<file path="src/rtl/risc16_pkg.sv">
// Shared encodings for the 16-bit RISC core: opcodes, ALUOp codes, pc_src selects,
// controller state and opcode class.
package risc16_pkg;

   localparam logic [3:0] OP_LW     = 4'h0;
   localparam logic [3:0] OP_SW     = 4'h1;
   localparam logic [3:0] OP_ALU_LO = 4'h2;
   localparam logic [3:0] OP_ALU_HI = 4'h9;
   localparam logic [3:0] OP_BEQ    = 4'hB;
   localparam logic [3:0] OP_BNE    = 4'hC;
   localparam logic [3:0] OP_JMP    = 4'hD;

   localparam logic [1:0] ALUOP_RTYPE = 2'b00;
   localparam logic [1:0] ALUOP_SUB   = 2'b01;
   localparam logic [1:0] ALUOP_ADD   = 2'b10;

   localparam logic [1:0] PC_SRC_SEQ = 2'b00;
   localparam logic [1:0] PC_SRC_BR  = 2'b01;
   localparam logic [1:0] PC_SRC_JMP = 2'b10;

   typedef enum logic [2:0] {
      ST_FETCH  = 3'd0,
      ST_DECODE = 3'd1,
      ST_EXEC   = 3'd2,
      ST_MEM    = 3'd3,
      ST_WB     = 3'd4,
      ST_TRAP   = 3'd5
   } state_e;

   typedef enum logic [2:0] {
      CLS_MEM,
      CLS_ALU,
      CLS_BRANCH,
      CLS_JUMP,
      CLS_ILLEGAL
   } op_class_e;

endpackage

</file>
<file path="src/rtl/multi_cycle_ctrl_decode.sv">
// ctrl_decode: combinational classification of the latched opcode for the multi-cycle controller.
module ctrl_decode
   import risc16_pkg::*;
(
   input  logic [3:0] opcode,
   output op_class_e  op_class,
   output logic       is_load,
   output logic       is_bne
);

   always_comb begin
      op_class = CLS_ILLEGAL;
      if (opcode == OP_LW || opcode == OP_SW) begin
         op_class = CLS_MEM;
      end else if (opcode >= OP_ALU_LO && opcode <= OP_ALU_HI) begin
         op_class = CLS_ALU;
      end else if (opcode == OP_BEQ || opcode == OP_BNE) begin
         op_class = CLS_BRANCH;
      end else if (opcode == OP_JMP) begin
         op_class = CLS_JUMP;
      end
   end

   assign is_load = (opcode == OP_LW);
   assign is_bne  = (opcode == OP_BNE);

endmodule

</file>
<file path="src/rtl/multi_cycle_ctrl.sv">
// Multi-cycle FETCH/DECODE/EXEC/MEM/WB controller with imem/dmem wait timeout.
// Define ILLEGAL_TRAP_EN to send illegal opcodes to a sticky TRAP state instead of treating them as NOPs.
module multi_cycle_ctrl
   import risc16_pkg::*;
#(
   parameter int unsigned TIMEOUT = 16
) (
   input  logic        clk,
   input  logic        rst,
   input  logic [15:0] instr,
   input  logic        instr_valid,
   input  logic        dmem_ack,
   input  logic        zero_flag,
   output logic        imem_req,
   output logic        ir_we,
   output logic        pc_we,
   output logic [1:0]  pc_src,
   output logic [1:0]  alu_op,
   output logic        alu_src,
   output logic        reg_dst,
   output logic        mem_to_reg,
   output logic        reg_we,
   output logic        dmem_rd,
   output logic        dmem_wr,
   output logic        bus_err,
   output logic        trap,
   output logic [2:0]  state
);

   localparam int unsigned CW = (TIMEOUT > 1) ? $clog2(TIMEOUT) : 1;

   state_e         state_q, state_d;
   logic [3:0]     opcode_q, opcode_d;
   logic [CW-1:0]  cnt_q, cnt_d;
   logic           bus_err_q, bus_err_d;

   op_class_e      op_class;
   logic           is_load;
   logic           is_bne;
   logic           timeout_hit;
   logic           branch_taken;
   logic           unused_instr_bits;

   assign unused_instr_bits = ^instr[11:0];

   ctrl_decode u_decode (
      .opcode   (opcode_q),
      .op_class (op_class),
      .is_load  (is_load),
      .is_bne   (is_bne)
   );

   assign timeout_hit  = (cnt_q == CW'(TIMEOUT - 1));
   assign branch_taken = is_bne ? ~zero_flag : zero_flag;

   always_ff @(posedge clk) begin
      if (rst) begin
         state_q   <= ST_FETCH;
         opcode_q  <= '0;
         cnt_q     <= '0;
         bus_err_q <= 1'b0;
      end else begin
         state_q   <= state_d;
         opcode_q  <= opcode_d;
         cnt_q     <= cnt_d;
         bus_err_q <= bus_err_d;
      end
   end

   // Counter only advances on waiting cycles; every other path clears it, so each state entry starts at 0.
   always_comb begin
      state_d   = state_q;
      opcode_d  = opcode_q;
      cnt_d     = '0;
      bus_err_d = 1'b0;
      case (state_q)
         ST_FETCH: begin
            if (instr_valid) begin
               opcode_d = instr[15:12];
               state_d  = ST_DECODE;
            end else if (timeout_hit) begin
               bus_err_d = 1'b1;
            end else begin
               cnt_d = cnt_q + CW'(1);
            end
         end
         ST_DECODE: begin
            case (op_class)
               CLS_JUMP: state_d = ST_FETCH;
`ifdef ILLEGAL_TRAP_EN
               CLS_ILLEGAL: state_d = ST_TRAP;
`else
               CLS_ILLEGAL: state_d = ST_FETCH;
`endif
               default: state_d = ST_EXEC;
            endcase
         end
         ST_EXEC: begin
            case (op_class)
               CLS_MEM: state_d = ST_MEM;
               CLS_ALU: state_d = ST_WB;
               default: state_d = ST_FETCH;
            endcase
         end
         ST_MEM: begin
            if (dmem_ack) begin
               state_d = is_load ? ST_WB : ST_FETCH;
            end else if (timeout_hit) begin
               bus_err_d = 1'b1;
               state_d   = ST_FETCH;
            end else begin
               cnt_d = cnt_q + CW'(1);
            end
         end
         ST_WB: state_d = ST_FETCH;
`ifdef ILLEGAL_TRAP_EN
         ST_TRAP: state_d = ST_TRAP;
`endif
         default: state_d = ST_FETCH;
      endcase
   end

   always_comb begin
      imem_req   = 1'b0;
      ir_we      = 1'b0;
      pc_we      = 1'b0;
      pc_src     = PC_SRC_SEQ;
      alu_op     = ALUOP_RTYPE;
      alu_src    = 1'b0;
      reg_dst    = 1'b0;
      mem_to_reg = 1'b0;
      reg_we     = 1'b0;
      dmem_rd    = 1'b0;
      dmem_wr    = 1'b0;
      trap       = 1'b0;
      if (!rst) begin
         case (state_q)
            ST_FETCH: begin
               imem_req = 1'b1;
               if (instr_valid) begin
                  ir_we = 1'b1;
                  pc_we = 1'b1;
               end
            end
            ST_DECODE: begin
               if (op_class == CLS_JUMP) begin
                  pc_we  = 1'b1;
                  pc_src = PC_SRC_JMP;
               end
            end
            ST_EXEC: begin
               case (op_class)
                  CLS_MEM: begin
                     alu_op  = ALUOP_ADD;
                     alu_src = 1'b1;
                  end
                  CLS_BRANCH: begin
                     alu_op = ALUOP_SUB;
                     if (branch_taken) begin
                        pc_we  = 1'b1;
                        pc_src = PC_SRC_BR;
                     end
                  end
                  default: alu_op = ALUOP_RTYPE;
               endcase
            end
            ST_MEM: begin
               dmem_rd = is_load;
               dmem_wr = ~is_load;
            end
            ST_WB: begin
               reg_we     = 1'b1;
               mem_to_reg = is_load;
               reg_dst    = ~is_load;
            end
`ifdef ILLEGAL_TRAP_EN
            ST_TRAP: trap = 1'b1;
`endif
            default: ;
         endcase
      end
   end

   assign bus_err = bus_err_q & ~rst;
   assign state   = rst ? 3'd0 : state_q;

endmodule

</file>
<file path="config.mk">
export PLATFORM = sky130hd
export DESIGN_NAME = multi_cycle_ctrl
export DESIGN_NICKNAME = d
export VERILOG_FILES = /design/src/rtl/risc16_pkg.sv /design/src/rtl/multi_cycle_ctrl_decode.sv /design/src/rtl/multi_cycle_ctrl.sv
export SDC_FILE = /design/constraint.sdc
export NUM_CORES = 1
export LEC_CHECK = 0
export ABC_CLOCK_PERIOD_IN_PS = 4150
export CAP_MARGIN = 20
export CORE_MARGIN = 3
export CORE_UTILIZATION = 44
export DETAILED_ROUTE_END_ITERATION = 16
export GPL_ROUTABILITY_DRIVEN = 0
export GPL_TIMING_DRIVEN = 1
export PLACE_DENSITY = 0.89
export SLEW_MARGIN = 20
export SYNTH_ARGS = -nofsm -noshare
export SYNTH_HDL_FRONTEND = slang
export SYNTH_SLANG_ARGS = --single-unit
</file>
<file path="constraint.sdc">
create_clock -name clk -period 4.15 [get_ports clk]
set_input_delay 0.83 -clock clk [delete_from_list [all_inputs] [get_ports clk]]
set_output_delay 0.83 -clock clk [all_outputs]
set_load 0.005 [all_outputs]
</file>
======== After elaboration in Yosys (flattened, before gate mapping) ========
Index checks and enable logic that the tools add are counted.
Widths: inputs -> output; s select.
word-level totals
  word-level logic and storage cells ...... 87
  register bits after elaboration ......... 12
  input bits .............................. 21
  output and inout bits ................... 18
cells by class
  multiplexer cells ....................... 52
  eq/ne operators ......................... 15
  $lt $le $gt $ge ......................... 2
  bitwise gates (word level) .............. 4
  reduce and logical (&&, ||, !) cells .... 9
  $add $sub $neg .......................... 1
operator list
  cell                 count
  $mux 1               28
  $mux 3               9
  $eq 4x4->1 const B   4
  $eq 3x2->1 const B   4
  $mux 4               3
  $pmux 3 s4           1
  $mux 2               5
  $pmux 2 s2           2
  $pmux 4 s2           1
  $eq 3x1->1 const B   2
  $eq 3x3->1 const B   2
  $logic_not 3->1      2
  $pmux 3 s2           1
  $add 4x1->4 const B  1
  $eq 4x1->1 const B   1
  $ge 4x2->1 const B   1
  $le 4x4->1 const B   1
  $logic_not 4->1      1
  $reduce_and 2->1     2
  $ne 3x3->1 const B   1
  $not 1->1            3
  $pmux 1 s3           1
  $logic_or 1x1->1     2
  $ne 2x2->1 const B   1
  4 further kinds      4

======== Longest topological paths before layout ========
Gate-level depths: netlist of run 1.
  depth after elaboration ................. 9
  gate-level depth with buffers ........... 5
  gate-level depth less buffers ........... 4

======== Cells and area by module ========
A second synthesis of run 1 with hierarchy kept.
second synthesis, totals
  cell total of the unflattened synthesis .. 99
  area, all modules ....................... 803.3 sq um
modules (own cells, without submodules)
  module            instances  area an instance (sq um)  seq. area each (sq um)  cells an instance
  multi_cycle_ctrl  1          739.5                     240.2                   87
  ctrl_decode       1          63.8                      0.0                     12

======== Least setup slack after synthesis of run 1 ========
OpenSTA, ideal clock, no wires.
  path kind ............................... input port to output port
  start point ............................. input rst
  end point ............................... output mem_to_reg
  data arrival time ....................... 1.457 ns
  required time ........................... 3.320 ns
  buffers on the path ..................... 0
  path slack .............................. 1.863 ns
  cell stages on the path ................. 2
  cells stage by stage .................... or4b_1 nor2_1
on the way
  cells in the longest elaborated chain, start to end .. 1
RTL lines
  item                line                     text
  start: declaration  multi_cycle_ctrl.sv:9    input logic rst,
  $mux 1              multi_cycle_ctrl.sv:136  if (!rst) begin
  end: declaration    multi_cycle_ctrl.sv:21   output logic mem_to_reg,
No other way between the ends.

======== Worst setup path in the final report of run 1 ========
Ends and elaborated chain as after synthesis.

==> results of run 1 <==
## final timing paths
check                  start          to  slack [ps]
hold / removal      cnt_q[3]    cnt_q[3]         500
setup / recovery         rst  mem_to_reg         720
setup reg to reg  state_q[0]    cnt_q[2]        2600
hold reg to reg     cnt_q[3]    cnt_q[3]         500
## logic make-up after synthesis
family                     after synthesis
muxes                                    5
and+or+nand+nor                         50
buffers and inverters                   13
DFF                                     12
adders and majority gates                1
AOI/OAI and AO/OA                       16
xor gates and xnor gates                 1
other                                    1
## power groups by stage
stage	Sequential [uW]	Combinational [uW]	Clock, uW
CTS	156	104	69.8
floorplan	134	99.7	0
detailed placement	159	103	0
global placement	157	100	0
global route	159	113	76.4
finish	156	103	66.5
## per-stage QoR
stage | power (uW) | utilization [%] | area (um2)
2_1_floorplan | 234 | - | 852
3_3_place_gp | 258 | 59.4 | 1060
3_5_place_dp | 262 | 59.4 | 1060
4_1_cts | 330 | 60.6 | 1080
5_1_grt | 349 | 60.6 | 1080
6_report | 326 | 60.6 | 1080
## layout make-up
class | instances | area, um2 | area share, %
clock buffers | 3 | 22.5 | 2.08
well taps | 25 | 31.3 | 2.89
multi-input cells | 74 | 522 | 48.3
repair buffers | 26 | 258 | 23.8
flip-flops and latches | 12 | 240 | 22.2
inverters | 2 | 7.51 | 0.694
## registers in the layout, indices dropped and copies added, names as in the netlist
signal	flops
cnt_q	4
state_q	3
opcode_q	4
bus_err_q	1
## cells in the mapped netlist (all sizes together), types with 2 or more instances
cell type	number	area [um2]
a21o	2	15.0
a21oi	2	10.0
a31oi	2	12.5
and4b	2	20.0
buf	10	78.8
dfxtp	12	240
inv	2	7.51
mux2i	5	50.1
nand2	6	22.5
nand2b	2	12.5
nor2	15	56.3
nor2b	6	37.5
nor3	3	15.0
nor3b	2	20.0
nor4b	4	71.3
o211a	2	20.0
o21ai	2	10.0
o22ai	2	12.5
or2	2	12.5
or3	2	22.5
## layer usage
| metal | track usage, % | wire length (um) |
|---|---|---|
| met1 | 16.2 | 842 |
| met2 | 25.4 | 793 |
| met3 | 2.11 | 55 |
| met4 | 5.53 | 12 |
| met5 | 0 | 0 |
## worst reg2reg max path, delay by kind of cell (launching register included)
family,cells,cell delay [ps]
flops,1,680
compound gates,1,490
simple gates,2,240
==> summary.txt, run 1 <==
CTS
  – Setup Buffers After CTS: 0
  – Number of CTS-inserted buffers: 3
  – CTS tree: built
  – Clock transition at path regs: 60 ps
  – TritonCTS sink count: 12
  – Worst skew pair latency: 260 ps
  – CTS max path bufs: 2
  – Post-cts sizing count: 0
  – CTS H-tree lvls: 1
  – Cts hold-fix bufs: 0
  – CTS root buffer: clkbuf_4

Finish
  – Commonest non-fill, non-tap cell in the layout: clkdlybuf4s50_1
  – Fill cells: 169
  – Leading cell types in the layout, fill and taps excluded: 25 x clkdlybuf4s50_1, 15 x nor2_1, 12 x dfxtp_1
  – Proportion of layout cells with a drive suffix above 1: 9.40%
  – Number of diodes: 0
  – Area grow syn2layout: 26.9%
  – Layout Cells excl Fill: 142
  – Layout Nets: 141

Die
  – Io pins: 39
  – CORE AREA: 1780 um2
  – # rows: 15
  – Die Width: between 50 and 60 um
  – Initial core utilization: 47.8%
  – DIE AREA: ~2500 um2
  – Die height: 50.0 um

Setup path
  – Crit. End Element: primary output
  – Arr. time, crit path: roughly 2600 ps
  – WP data required: 3320 ps
  – Critical Path Stages: 4
  – Slowest stage cell, crit path: clkdlybuf4s50_1
  – Crit-path leading delay family: buffers and inverters
  – Cell-by-cell trace of the critical path: clkdlybuf4s50_1 > or4b_1 > nor2_1 > clkdlybuf4s50_1
  – Buffers & Inverters on Critical Path: 2
  – Cell mode on critical path: clkdlybuf4s50_1
  – CP max FO: 9
  – Kind of critical path: in -> out
  – CP Launch Type: primary input
  – Critical path's largest stage delay: around 590 ps
  – Depth of the most critical reg-to-reg path: 3

Synthesis
  – Simple logic cell fraction of the synthesized area: roughly 39%
  – Most used DFF post-synth: dfxtp_1
  – Main combinational cell family by area after synthesis: simple AND/OR/NAND/NOR gates
  – Xor and xnor area share after synthesis: a little over 1%
  – #FFs+latches synth: 12
  – Cell Area, Synth: 852 um2
  – Number of flops mapped to enable cells by yosys: 0
  – Post-synth ARST share: 0%
  – Avg Cell Area, Syn: between 8 and 9 um2
  – Adder-cell share of the synthesized area: 1.47%
  – Mux contribution to synthesized area: 5.87%
  – Syn Nets: 121
  – Unique masters post-synth: 41
  – Syn Inst Count: 99
  – Sequential area share after synthesis: between 20% and 30%
  – Post-synthesis compound-gate area fraction: 13.2%
  – Number of synthesis warnings: 0

Power
  – IR Drop Worst-Case VDD: approximately 0.00017 V
  – Clock Power Share: 20.4%
  – Logic gate share of total power: 31.6%
  – Power Density: 302 nW/um2
  – NetSw: 104 uW
  – Leak pwr: roughly 0.00045 uW
  – Internal power: 222 uW
  – Flop pwr share: 48.0%
  – Switching share of power: 31.8%

Global route
  – Initial antenna violation count: 0
  – Number of global-route vias before repair: approximately 670
  – Overall global routing resource usage: about 14%
  – GR Overflow Total: 0
  – Largest net degree at the start of global routing: 18
  – Global-route wire length before repair: 2.82 mm

STA
  – Final Hold Fails: 0
  – Measured slew at the worst slew-check pin: between 500 and 600 ps
  – Peak Freq: 291 MHz
  – Setup tns final: 0 ps
  – Layout Skew: around 3.7 ps
  – Relative slew slack: approximately 63%
  – Final setup fails: 0
  – Period utilization: between 80% and 90%
  – Max-slew violation count: 0
  – WHS: 497 ps
  – Post-route setup slack: 718 ps
  – Final critical-path required period: 3430 ps
  – RSZ-0062 raised after global routing: no

Placement
  – Dpl hpwl: 1.31 mm
  – Placed Cells: 139
  – Buffers on Ports: 25
  – Pre-CTS setup slack: 729 ps

Job
  – Max-cap viol count: 0

Min path
  – Worst min path class: reg -> reg
  – Hold depth: 1

Routing
  – DR WL/cell: between 10 and 15 um
  – Antenna Violating Nets Remaining: 0
  – Vias per std cell: ~5.2
  – Drt drc: 0
  – Initial DRT Pass Iterations: 4
  – Detailed Route Iter0 Violations: 11
  – Vias: 733
  – Routed wire length: 1.70 mm

Outcome
  – Status: completed
Note: power is estimated with default switching activity, not from simulation.
==> run 2, diff against run 1 <==
--- a/config.mk
+++ b/config.mk
@@ -5,14 +5,14 @@
 export SDC_FILE = /design/constraint.sdc
 export NUM_CORES = 1
 export LEC_CHECK = 0
-export ABC_CLOCK_PERIOD_IN_PS = 4150
+export ABC_CLOCK_PERIOD_IN_PS = 2950
 export CAP_MARGIN = 20
 export CORE_MARGIN = 3
-export CORE_UTILIZATION = 44
+export CORE_UTILIZATION = 37
 export DETAILED_ROUTE_END_ITERATION = 16
 export GPL_ROUTABILITY_DRIVEN = 0
 export GPL_TIMING_DRIVEN = 1
-export PLACE_DENSITY = 0.89
+export PLACE_DENSITY = 0.81
 export SLEW_MARGIN = 20
 export SYNTH_ARGS = -nofsm -noshare
 export SYNTH_HDL_FRONTEND = slang
==> constraint.sdc (replaced) <==
create_clock -name clk -period 2.95 [get_ports clk]
set_input_delay 0.59 -clock clk [delete_from_list [all_inputs] [get_ports clk]]
set_output_delay 0.59 -clock clk [all_outputs]
set_load 0.005 [all_outputs]
==> summary.txt, run 2 (synthesized netlist as in run 1, its figures left out) <==
CTS
  – CTS root buffer: clkbuf_4
  – CTS tree: built
  – Clock transition at path regs: roughly 70 ps
  – CTS H-tree lvls: 1
  – TritonCTS sink count: 12
  – Worst skew pair latency: 270 ps
  – Cts hold-fix bufs: 0
  – Number of CTS-inserted buffers: 3
  – CTS max path bufs: 2

STA
  – Layout Skew: about 2.3 ps
  – Period utilization: 96.4%
  – Final setup fails: 0
  – Final Hold Fails: 0
  – Measured slew at the worst slew-check pin: 530 ps
  – Max-slew violation count: 0
  – Final critical-path required period: about 2800 ps
  – RSZ-0062 raised after global routing: yes
  – WHS: 490 ps
  – Relative slew slack: approximately 64%
  – Peak Freq: 352 MHz
  – Post-route setup slack: 106 ps

Placement
  – Pre-CTS setup slack: 28.2 ps
  – Dpl hpwl: 1.42 mm
  – Buffers on Ports: 25
  – Area after DPL: 1080 um2

Job
  – Max-cap viol count: 0

Global route
  – Number of global-route vias before repair: 695
  – Initial antenna violation count: 0
  – Global-route wire length before repair: 3.13 mm
  – GR Overflow Total: 0
  – Largest net degree at the start of global routing: 15
  – Overall global routing resource usage: 14.6%

Power
  – Logic gate share of total power: roughly a third
  – NetSw: 156 uW
  – Clock Power Share: between 20% and 30%
  – Switching share of power: between 30% and 40%
  – Flop pwr share: 42.3%
  – Leak pwr: approximately 0.00049 uW
  – Pwr Total: 503 uW
  – Internal power: approximately 350 uW
  – Power Density: 443 nW/um2
  – IR Drop Worst-Case VDD: roughly 0.00032 V

Routing
  – Vias per std cell: approximately 5.3
  – DR WL/cell: 12.2 um
  – Initial DRT Pass Iterations: 4
  – Routed wire length: 1.82 mm
  – Vias: 786
  – Antenna Violating Nets Remaining: 0
  – Drt drc: 0
  – Detailed Route Iter0 Violations: 6

Setup path
  – Depth of the most critical reg-to-reg path: 4
  – Cell mode on critical path: clkdlybuf4s50_1
  – Buffers & Inverters on Critical Path: 3
  – Critical path's largest stage delay: just over 500 ps
  – CP max FO: 5
  – Slowest stage cell, crit path: clkdlybuf4s50_1
  – Critical Path Stages: 6
  – Crit-path leading delay family: buffers and inverters
  – CP Launch Type: primary input
  – Arr. time, crit path: about 2300 ps
  – Crit. End Element: primary output
  – Cell-by-cell trace of the critical path: clkdlybuf4s50_1 > buf_4 > nor3b_4 > nand2_1 > nor2_1 > clkdlybuf4s50_1
  – Kind of critical path: in -> out
  – WP data required: 2360 ps

Die
  – Die height: between 50 and 60 um
  – Initial core utilization: 41.3%
  – # rows: 16
  – CORE AREA: 2060 um2
  – DIE AREA: 2910 um2
  – Io pins: 39
  – Die Width: 54.0 um

Min path
  – Hold depth: 1
  – Worst min path class: reg -> reg

Finish
  – Top flop regs: cnt_q x4, opcode_q x4, state_q x3
  – Area grow syn2layout: 33.3%
  – Proportion of layout cells with a drive suffix above 1: 13.1%
  – Utilization after layout: 55.1%
  – Layout Nets: 145
  – Number of diodes: 0
  – Leading cell types in the layout, fill and taps excluded: 24 x clkdlybuf4s50_1, 15 x nor2_1, 12 x dfxtp_1
  – Fill cells: 200
  – Post-route cell area: 1140 um2
  – Commonest non-fill, non-tap cell in the layout: clkdlybuf4s50_1

Outcome
  – Status: completed
[run 2: worst register-to-register path: cells and delay by family, from the launching register on]
kind,cells,cell delay (ps)
simple gates,2,190
flops,1,440
compound gates,1,470
buf+inv,1,230
[run 2: repair_timing]
item | in CTS | in global routing
buffers inserted | 0 | 1
endpoints found under the setup margin | 0 | 3
endpoints found under the hold margin | 0 | 0
resized for setup | 0 | 2
[run 2: worst paths after layout]
| path | startpoint | slack, ps | end |
|---|---|---|---|
| worst max-delay path | rst | 110 | dmem_wr |
| worst min register to register | cnt_q[3] | 490 | cnt_q[3] |
| worst min-delay path | cnt_q[3] | 490 | cnt_q[3] |
| worst max register to register | state_q[0] | 1500 | cnt_q[2] |
[run 2: layer usage]
metal	vias to the layer above	GRT usage, %	wire [um]
met1	357	17.7	817
met4	0	4.98	30
li1	397	-	-
met5	-	0	0
met3	6	2.77	119
met2	26	25.4	850
[run 2: cell type report]
class | instances | area (um2) | area share (%)
multi-input cells | 74 | 528 | 46.5
repair buffers | 30 | 290 | 25.6
flip-flops and latches | 12 | 240 | 21.1
clock buffers | 4 | 36.3 | 3.19
well taps | 27 | 33.8 | 2.97
inverters | 2 | 7.51 | 0.661
[run 2: per-stage QoR]
stage	cells	setup TNS (ps)
after floorplan	99	0
after global placement	144	0
after detailed placement	144	0
after CTS	148	0
after global routing	149	-15.1
final	149	0
[run 2: power by group through the flow]
stage / Sequential [uW] / Clock [uW] / Combinational (uW)
2_1_floorplan: 189 / 0 / 140
3_3_place_gp: 214 / 0 / 155
3_5_place_dp: 215 / 0 / 160
4_1_cts: 211 / 135 / 161
5_1_grt: 218 / 141 / 179
6_report: 212 / 130 / 160
==> run 3, diff against run 2 <==
--- a/config.mk
+++ b/config.mk
@@ -5,6 +5,7 @@
 export SDC_FILE = /design/constraint.sdc
 export NUM_CORES = 1
 export LEC_CHECK = 0
+export ABC_AREA = 0
 export ABC_CLOCK_PERIOD_IN_PS = 2950
 export CAP_MARGIN = 20
 export CORE_MARGIN = 3
==> results of run 3 <==
No change in the layout: final DEF, timing and power equal those of run 2.
